[src/rtl/mem_access_unit.sv]
// Memory-stage load/store unit: turns the MEM-stage access into one request/grant/response
// bus transaction, formats store lanes and load results, and stalls the pipeline meanwhile.
module mem_access_unit (
  input  logic        clk,
  input  logic        rst_n,
  input  logic        mem_load,
  input  logic        mem_store,
  input  logic [2:0]  mem_funct3,
  input  logic [31:0] mem_addr,
  input  logic [31:0] mem_store_data,
  output logic        mem_busy,
  output logic        mem_access_fault,
  output logic [31:0] mem_read_data,
  output logic        dbus_req,
  output logic        dbus_we,
  output logic [31:0] dbus_addr,
  output logic [31:0] dbus_wdata,
  output logic [3:0]  dbus_wstrb,
  input  logic        dbus_gnt,
  input  logic        dbus_rvalid,
  input  logic [31:0] dbus_rdata
);

  typedef enum logic [1:0] {
    S_IDLE = 2'd0,
    S_REQ  = 2'd1,
    S_WAIT = 2'd2,
    S_DONE = 2'd3
  } state_e;

  state_e      state_q;
  logic        req_q;
  logic        we_q;
  logic [31:0] addr_q;
  logic [31:0] wdata_q;
  logic [3:0]  wstrb_q;
  logic [2:0]  funct3_q;
  logic [1:0]  lane_q;
  logic [31:0] rdata_q;

  logic access_s;
  logic illegal_f3_s;
  logic misalign_s;
  logic fault_s;
  logic start_s;

  function automatic logic [31:0] store_wdata(input logic [2:0] f3, input logic [31:0] d);
    logic [31:0] w;
    case (f3)
      3'b000:  w = {4{d[7:0]}};
      3'b001:  w = {2{d[15:0]}};
      default: w = d;
    endcase
    return w;
  endfunction

  function automatic logic [3:0] store_wstrb(input logic [2:0] f3, input logic [1:0] lane);
    logic [3:0] s;
    case (f3)
      3'b000:  s = 4'b0001 << lane;
      3'b001:  s = lane[1] ? 4'b1100 : 4'b0011;
      default: s = 4'b1111;
    endcase
    return s;
  endfunction

  function automatic logic [31:0] load_format(input logic [2:0] f3, input logic [1:0] lane,
                                              input logic [31:0] rd);
    logic [7:0]  b;
    logic [15:0] h;
    logic [31:0] r;
    case (lane)
      2'd0:    b = rd[7:0];
      2'd1:    b = rd[15:8];
      2'd2:    b = rd[23:16];
      default: b = rd[31:24];
    endcase
    h = lane[1] ? rd[31:16] : rd[15:0];
    case (f3)
      3'b000:  r = {{24{b[7]}}, b};
      3'b100:  r = {24'd0, b};
      3'b001:  r = {{16{h[15]}}, h};
      3'b101:  r = {16'd0, h};
      default: r = rd;
    endcase
    return r;
  endfunction

  // Access decode: legality, alignment and the combinational stall request
  always_comb begin
    access_s     = mem_load ^ mem_store;
    illegal_f3_s = 1'b0;
    misalign_s   = 1'b0;
    case (mem_funct3)
      3'b000, 3'b100: misalign_s = 1'b0;
      3'b001, 3'b101: misalign_s = mem_addr[0];
      3'b010:         misalign_s = |mem_addr[1:0];
      default:        illegal_f3_s = 1'b1;
    endcase
    fault_s = (mem_load & mem_store) |
              (access_s & (illegal_f3_s | misalign_s | (mem_store & mem_funct3[2])));
    start_s = access_s & ~fault_s;
    if (state_q == S_IDLE) begin
      mem_busy = start_s;
    end else begin
      mem_busy = (state_q == S_REQ) | (state_q == S_WAIT);
    end
    mem_access_fault = fault_s;
  end

  // Transaction FSM with registered bus outputs and load result
  always_ff @(posedge clk or negedge rst_n) begin
    if (!rst_n) begin
      state_q  <= S_IDLE;
      req_q    <= 1'b0;
      we_q     <= 1'b0;
      addr_q   <= 32'd0;
      wdata_q  <= 32'd0;
      wstrb_q  <= 4'd0;
      funct3_q <= 3'd0;
      lane_q   <= 2'd0;
      rdata_q  <= 32'd0;
    end else begin
      case (state_q)
        S_IDLE: begin
          if (start_s) begin
            state_q  <= S_REQ;
            req_q    <= 1'b1;
            we_q     <= mem_store;
            addr_q   <= {mem_addr[31:2], 2'b00};
            wdata_q  <= mem_store ? store_wdata(mem_funct3, mem_store_data) : 32'd0;
            wstrb_q  <= mem_store ? store_wstrb(mem_funct3, mem_addr[1:0]) : 4'd0;
            funct3_q <= mem_funct3;
            lane_q   <= mem_addr[1:0];
          end
        end
        S_REQ: begin
          if (dbus_gnt) begin
            req_q   <= 1'b0;
            state_q <= we_q ? S_DONE : S_WAIT;
          end
        end
        S_WAIT: begin
          if (dbus_rvalid) begin
            rdata_q <= load_format(funct3_q, lane_q, dbus_rdata);
            state_q <= S_DONE;
          end
        end
        // DONE ignores its inputs so the instruction leaving MEM now is not re-issued
        S_DONE:  state_q <= S_IDLE;
        default: state_q <= S_IDLE;
      endcase
    end
  end

  assign mem_read_data = rdata_q;
  assign dbus_req      = req_q;
  assign dbus_we       = we_q;
  assign dbus_addr     = addr_q;
  assign dbus_wdata    = wdata_q;
  assign dbus_wstrb    = wstrb_q;

endmodule

[config.mk]
export PLATFORM = sky130hd
export DESIGN_NAME = mem_access_unit
export DESIGN_NICKNAME = d
export VERILOG_FILES = /design/src/rtl/mem_access_unit.sv
export SDC_FILE = /design/constraint.sdc
export NUM_CORES = 1
export LEC_CHECK = 0
export CAP_MARGIN = 20
export CORE_MARGIN = 2
export CORE_UTILIZATION = 30
export CTS_CLUSTER_DIAMETER = 100
export DETAILED_ROUTE_END_ITERATION = 10
export PLACE_DENSITY = 0.61
export SLEW_MARGIN = 20
export SYNTH_ARGS = -nofsm -noshare
export SYNTH_HDL_FRONTEND = slang
export SYNTH_SLANG_ARGS = --single-unit
[constraint.sdc]
create_clock -name clk -period 1.6 [get_ports clk]
set_input_delay 0.4 -clock clk [delete_from_list [all_inputs] [get_ports clk]]
set_output_delay 0.4 -clock clk [all_outputs]
set_load 0.05 [all_outputs]
==> out/metrics.csv, run 1 <==
stage,metric,value,unit
status,status,finished with violations,
status,failing checks,setup timing,
detailed_routing,WL final,19300,microns
yosys,Most used DFF post-synth,dfrtp_1,
run,max cap viols,0,
clock_tree,TritonCTS buffer count,9,
finish,Nets,875,
yosys,Avg Inst Size Synth,10.7,sq um
power_and_ir_drop,Pleak,4.53,nW
power_and_ir_drop,part of the power in registers,24.9,%
detailed_routing,drt drc,0,
yosys,Post-synth ARST share,100,%
yosys,area of the mapped netlist,5370,sq um
global_route,vias in the first global route,5286,
place,gpl congestion,0.886,
critical_path,Critical Path RT,1.20,ns
clock_tree,# H-tree levels,3,
finish,ant diodes,0,
global_route,initial antenna violation count,0,
critical_path,Setup crit start,state_q[0],
power_and_ir_drop,sw power,10.3,mW
clock_tree,clk_lat worst skew,0.36,ns
global_route,GRT overflow,0,
place,Detailed Place HPWL,13400,microns
finish,most frequent cells in the layout,"115 x buf_12, 107 x dfrtp_1, 93 x clkdlybuf4s50_1, 50 x buf_4, 43 x nand2_1",
hold_path,Hold Path Class,in2reg,
global_route,Total GRT Usage,20.1,%
timing,minimum clock period,1.82,ns
timing,Clock Skew,0.0166,ns
timing,fmax,549,MHz
yosys,Yosys cell types,36,
timing,Slew Limit Fails,0,
critical_path,Startpoint Class,register,
floorplan,Cell Rows,48,
critical_path,R2R Setup Slk,-0.15,ns
clock_tree,CTS Buffer Depth,2,
power_and_ir_drop,sw frac,44.3,%
detailed_routing,antenna violation net count after detailed routing,0,
critical_path,r2r endpoint,funct3_q[2],
hold_path,worst hold start,mem_funct3[1],
clock_tree,clk slew on worst S/H paths,0.07,ns
yosys,Post-synth EDFFs,0,
detailed_routing,Avg WL per Cell,19.4,microns
critical_path,kind of critical path,reg2out,
floorplan,Core Region,17400,sq um
timing,Final setup viols,96,
yosys,Yosys Warn Count,0,
place,Port Buffers,206,
timing,Final Cycle Share,114,%
clock_tree,TritonCTS clock tree,done,
yosys,Seq cells post-synth,107,
global_route,first-pass GRT wire length,29100,microns
critical_path,Critical Path AT,1.42,ns
critical_path,Setup crit end kind,primary output,
finish,Util after Layout,59.1,%
detailed_routing,Via-to-Cell Ratio,5.03,
finish,layout filler cell count,1392,
timing,Final WS setup,-0.223,ns
floorplan,Die H,138,microns
clock_tree,clock sink count,107,
clock_tree,CTS Root Cell,clkbuf_16,
timing,RSZ-0062 raised after global routing,yes,
power_and_ir_drop,Final Total Pwr,23.2,mW
critical_path,crit path max fanout,3,
floorplan,Initial Util,30.9,%
detailed_routing,first drt pass iteration count,5,
detailed_routing,Iteration-0 DRC Markers,320,
yosys,"Seq/Total Area, Yosys",49.8,%
yosys,Gate Count Post-Synth,502,
critical_path,reg2reg path depth,7,
timing,endpoints failing hold,0,
power_and_ir_drop,cell area power density,2260,nW/um^2
finish,"most common cell after layout, fill and taps aside",buf_12,
critical_path,FF-to-FF Start,state_q[0],
floorplan,# IOs,209,
power_and_ir_drop,Comb pwr share,64.6,%
floorplan,Die X,138,microns
power_and_ir_drop,Worst VDD drop,1370,uV
critical_path,Worst Setup EP,mem_busy,
global_route,largest net degree at the start of global routing,51,
detailed_routing,routed via count,5010,
finish,Synth-to-Final Area Change,91.5,%
finish,share of cells above drive strength 1,44.9,%
floorplan,die area,19000,sq um
power_and_ir_drop,Clk pwr share,10.4,%
power_and_ir_drop,internal power,12.9,mW
layer usage:
metal  wire length [microns]  track usage (%)  share of wire [%]
met1                    7470             24.2                 39
met2                    9890             34.9                 51
met3                    1490             5.08                7.7
met4                     494             6.58                2.6
met5                       0                0                  0
cells in the mapped netlist, types with 10 or more instances:
master | number | area [sq um]
a21oi_1 | 35 | 175
dfrtp_1 | 107 | 2680
o211ai_1 | 27 | 203
mux2i_1 | 20 | 200
o21ai_1 | 39 | 195
nor2_1 | 27 | 101
mux2_4 | 35 | 526
o21ai_0 | 16 | 80.1
nand2_1 | 71 | 267
o21ai_2 | 10 | 87.6
clkbuf_1 | 20 | 75.1
mux2_1 | 17 | 191
buf_2 | 11 | 55.1
state kept, by name (all words and copies together), names as in the netlist:
signal	flops
dbus_wdata	32
dbus_addr	30
funct3_q	3
mem_read_data	32
state_q	2
dbus_we	1
lane_q	2
dbus_req	1
dbus_wstrb	4
per-stage QoR:
step | instance area, sq um | TNS [ns] | cells | setup WS, ns | hold slack (ns)
finish | 10300 | -6.15 | 996 | -0.223 | 0.433
global route | 10300 | -13.32 | 996 | -0.275 | 0.443
CTS | 9820 | -4.89 | 991 | -0.200 | 0.423
detailed placement | 9110 | -63.90 | 951 | -0.765 | 0.273
global placement | 9110 | -59.97 | 951 | -0.710 | 0.269
floorplan | 5470 | -0.884 | 503 | -0.0263 | 0.104
cell families (layout without fill, tap and decap cells):
kind of cell,Yosys count,in the layout,synth area share [%]
simple gates,131,131,11.1
fa+ha+maj,4,4,0.931
other cells,1,2,0.0698
flops,107,107,49.8
mux,73,73,17.5
compound gates,142,142,16.4
buf+inv,44,312,4.24
worst min path at each step:
stage / end / slack, ns / cells after the start
after floorplan: dbus_addr[10] / 0.10 / 0
after CTS: funct3_q[2] / 0.42 / 3
final: funct3_q[1] / 0.43 / 3
after detailed placement: dbus_addr[3] / 0.27 / 1
after global placement: dbus_addr[3] / 0.27 / 1
after global routing: funct3_q[2] / 0.44 / 3
area by class of cell:
class | count | area, sq um | area share (%)
multi-input cells | 352 | 2910 | 28.3
repair buffers | 291 | 4090 | 39.7
clock buffers | 11 | 253 | 2.46
flip-flops and latches | 107 | 2680 | 26.0
well taps | 225 | 282 | 2.74
clock inverters | 5 | 67.6 | 0.657
inverters | 5 | 18.8 | 0.182
worst max-delay path: stages (launching register included):
cell	delay, ns
dfrtp_1	0.37
inv_2	0.08
ha_4	0.18
buf_6	0.12
a21oi_4	0.17
buf_12	0.15
power by group through the flow:
| stage | clock (mW) | sequential (mW) | combinational [mW] |
|---|---|---|---|
| 4_1_cts | 2.46 | 5.68 | 14.5 |
| 3_5_place_dp | 0 | 5.69 | 14.0 |
| 6_report | 2.43 | 5.79 | 15.0 |
| 5_1_grt | 2.57 | 5.97 | 15.6 |
| 3_3_place_gp | 0 | 5.64 | 13.8 |
| 2_1_floorplan | 0 | 9.11 | 3.09 |
repair_timing:
action | 4_1_cts | 5_1_grt
hold buffers | 1 | 0
hold endpoints to repair | 12 | 0
pin swaps | 7 | 45
setup buffers | 17 | 5
resized for setup | 69 | 110
cloned | 7 | 6
setup endpoints to repair | 93 | 100
Note: power is estimated with default switching activity, not from simulation.
==> run 2, diff against run 1 <==
==> constraint.sdc (replaced) <==
create_clock -name clk -period 1.5 [get_ports clk]
set_input_delay 0.375 -clock clk [delete_from_list [all_inputs] [get_ports clk]]
set_output_delay 0.375 -clock clk [all_outputs]
set_load 0.05 [all_outputs]
==> out/metrics.csv, run 2 (synthesized netlist as in run 1, its figures left out) <==
stage,metric,value,unit,change
status,status,finished with violations,,
status,failing checks,"hold timing, setup timing",,
clock_tree,TritonCTS buffer count,9,,unchanged
timing,relative slew slack,62.3,%,
floorplan,Core Region,17400,sq um,unchanged
floorplan,Cell Rows,48,,unchanged
power_and_ir_drop,cell area power density,2400,nW/um^2,+6.3%
global_route,initial antenna violation count,1,,+1
finish,share of cells above drive strength 1,45.7,%,+0.84 points
critical_path,Critical Path AT,1.42,ns,about the same
place,dpl ws,-0.862,ns,-0.0964 ns
power_and_ir_drop,Worst VDD drop,1380,uV,+0.89%
timing,fmax,558,MHz,
critical_path,Setup crit end kind,primary output,,
timing,Clock Skew,0.0130,ns,-0.00360 ns
clock_tree,clock sink count,107,,unchanged
floorplan,# IOs,209,,unchanged
global_route,vias in the first global route,5269,,-0.32%
timing,hold slack final,-0.0113,ns,-0.444 ns
hold_path,Hold Path Class,in2async,,
critical_path,kind of critical path,reg2out,,
floorplan,Die X,138,microns,unchanged
global_route,Total GRT Usage,19.9,%,-0.12 points
power_and_ir_drop,Pleak,4.62,nW,+2.0%
critical_path,Critical Path RT,1.12,ns,-0.08 ns
critical_path,crit path max fanout,3,,unchanged
critical_path,Setup crit start,state_q[0],,
timing,Slew Limit Fails,0,,unchanged
critical_path,Startpoint Class,register,,
timing,Worst Max-Slew Pin Slew,0.566,ns,
place,Detailed Place HPWL,13400,microns,-0.39%
detailed_routing,routed via count,5142,,+2.6%
detailed_routing,Avg WL per Cell,19.2,microns,-1.1%
critical_path,Worst path max stage delay,0.39,ns,+0.02 ns
clock_tree,CTS Root Cell,clkbuf_16,,
global_route,first-pass GRT wire length,28800,microns,-0.85%
floorplan,die area,19000,sq um,unchanged
timing,Final Cycle Share,120,%,
clock_tree,CTS Buffer Depth,2,,unchanged
clock_tree,# H-tree levels,3,,unchanged
floorplan,Initial Util,30.9,%,unchanged
clock_tree,clk slew on worst S/H paths,0.08,ns,about the same
finish,Synth-to-Final Area Change,94.6,%,
critical_path,Top delay family on crit path,flip-flops,,
detailed_routing,Via-to-Cell Ratio,5.10,,+1.3%
detailed_routing,first drt pass iteration count,4,,-1
floorplan,Die H,138,microns,unchanged
clock_tree,TritonCTS clock tree,done,,
global_route,GRT overflow,0,,unchanged
detailed_routing,Iteration-0 DRC Markers,271,,-15%
place,Port Buffers,206,,unchanged
finish,"most common cell after layout, fill and taps aside",buf_12,,
clock_tree,clk_lat worst skew,0.36,ns,about the same
timing,RSZ-0062 raised after global routing,yes,,
detailed_routing,antenna violation net count after detailed routing,0,,unchanged
critical_path,Buf/Inv on CP,3,,unchanged
critical_path,CP Cell Sequence,inv_2 -> ha_4 -> buf_6 -> nor2_4 -> a21oi_4 -> buf_12,,
timing,minimum clock period,1.79,ns,
timing,setup total negative slack,-14.36,ns,-8.20 ns
detailed_routing,WL final,19400,microns,+0.18%
global_route,largest net degree at the start of global routing,64,,+25%
critical_path,FF-to-FF Start,state_q[0],,
finish,Nets,887,,+1.4%
timing,endpoints failing hold,5,,+5
timing,Final WS setup,-0.293,ns,-0.0707 ns
timing,Final setup viols,103,,+7.3%
detailed_routing,drt drc,0,,unchanged
finish,most frequent cells in the layout,"113 x buf_12, 107 x dfrtp_1, 93 x clkdlybuf4s50_1, 53 x buf_4, 52 x nand2_1",,
place,gpl congestion,0.910,,+2.8%
run,max cap viols,0,,unchanged
critical_path,slowest library cell on the worst path,dfrtp_1,,
-- run 2: cell types whose count changed in the layout (fill, tap and decap cells not counted), moves of 6 or more --
| cell | delta |
|---|---|
| nor2_4 | +10 |
| nand2_1 | +9 |
| buf_6 | +8 |
| o21ai_1 | +8 |
| o21ai_2 | -8 |
| nand2_4 | -6 |
-- run 2: worst reg2reg max path: cells and delay by family, from the launching register on --
kind / cells / cell delay [ns]
fa+ha+maj: 1 / 0.16
buf+inv: 5 / 0.68
compound gates: 1 / 0.16
mux: 1 / 0.28
flops: 1 / 0.37
-- run 2: path summary, 6_finish.rpt --
| check | to | slack [ns] | cells after the start |
|---|---|---|---|
| max reg2reg | dbus_addr[25] | -0.28 | 8 |
| max | mem_busy | -0.29 | 6 |
| min in group clk | dbus_we | 0.39 | 3 |
| min reg2reg | mem_read_data[3] | 0.55 | 2 |
| min | dbus_addr[14] | -0.01 | 2 |
| max in group asynchronous | dbus_addr[26] | 0.99 | 2 |
-- run 2: what timing repair did --
action | 4_1_cts | 5_1_grt
gates resized for setup | 108 | 104
pin swaps | 20 | 39
hold buffers | 0 | 0
gates cloned | 13 | 3
endpoints found under the setup margin | 107 | 109
setup buffers | 19 | 14
endpoints found under the hold margin | 0 | 0
-- run 2: where the power goes --
group          leakage, nW  internal, mW  total [mW]  switching (mW)
clock                0.148          1.33        2.53            1.19
combinational         3.15          8.38        16.4            8.04
sequential            1.33          4.30        6.16            1.86
-- run 2: area by class of cell --
| cell class | instances | area (sq um) |
|---|---|---|
| multi-input combinational | 352 | 2940 |
| clock inverter | 6 | 77.6 |
| antenna | 1 | 2.50 |
| tap | 225 | 282 |
| clock buffer | 10 | 229 |
| inverter | 5 | 21.3 |
| timing repair buffer | 303 | 4230 |
| fill | 1372 | 6960 |
| sequential | 107 | 2680 |
-- run 2: metrics by stage --
stage / util [%] / power [mW] / hold slack (ns) / cells / instance area, sq um
floorplan: - / 13.0 / 0.0794 / 503 / 5480
global placement: 52.2 / 20.8 / 0.401 / 953 / 9100
detailed placement: 52.2 / 21.1 / 0.407 / 953 / 9100
CTS: 58.3 / 24.4 / 0.0149 / 1001 / 10100
global route: 60.0 / 26.1 / 0.0284 / 1008 / 10500
finish: 60.1 / 25.1 / -0.0113 / 1009 / 10500
-- run 2: per-layer routing --
| layer | global-route usage (%) | wire (microns) | vias up |
|---|---|---|---|
| li1 | - | - | 2336 |
| met1 | 24.8 | 7680 | 2532 |
| met2 | 32.9 | 9470 | 227 |
| met3 | 5.22 | 1670 | 45 |
| met4 | 8.16 | 554 | 2 |
| met5 | 0 | 9 | - |
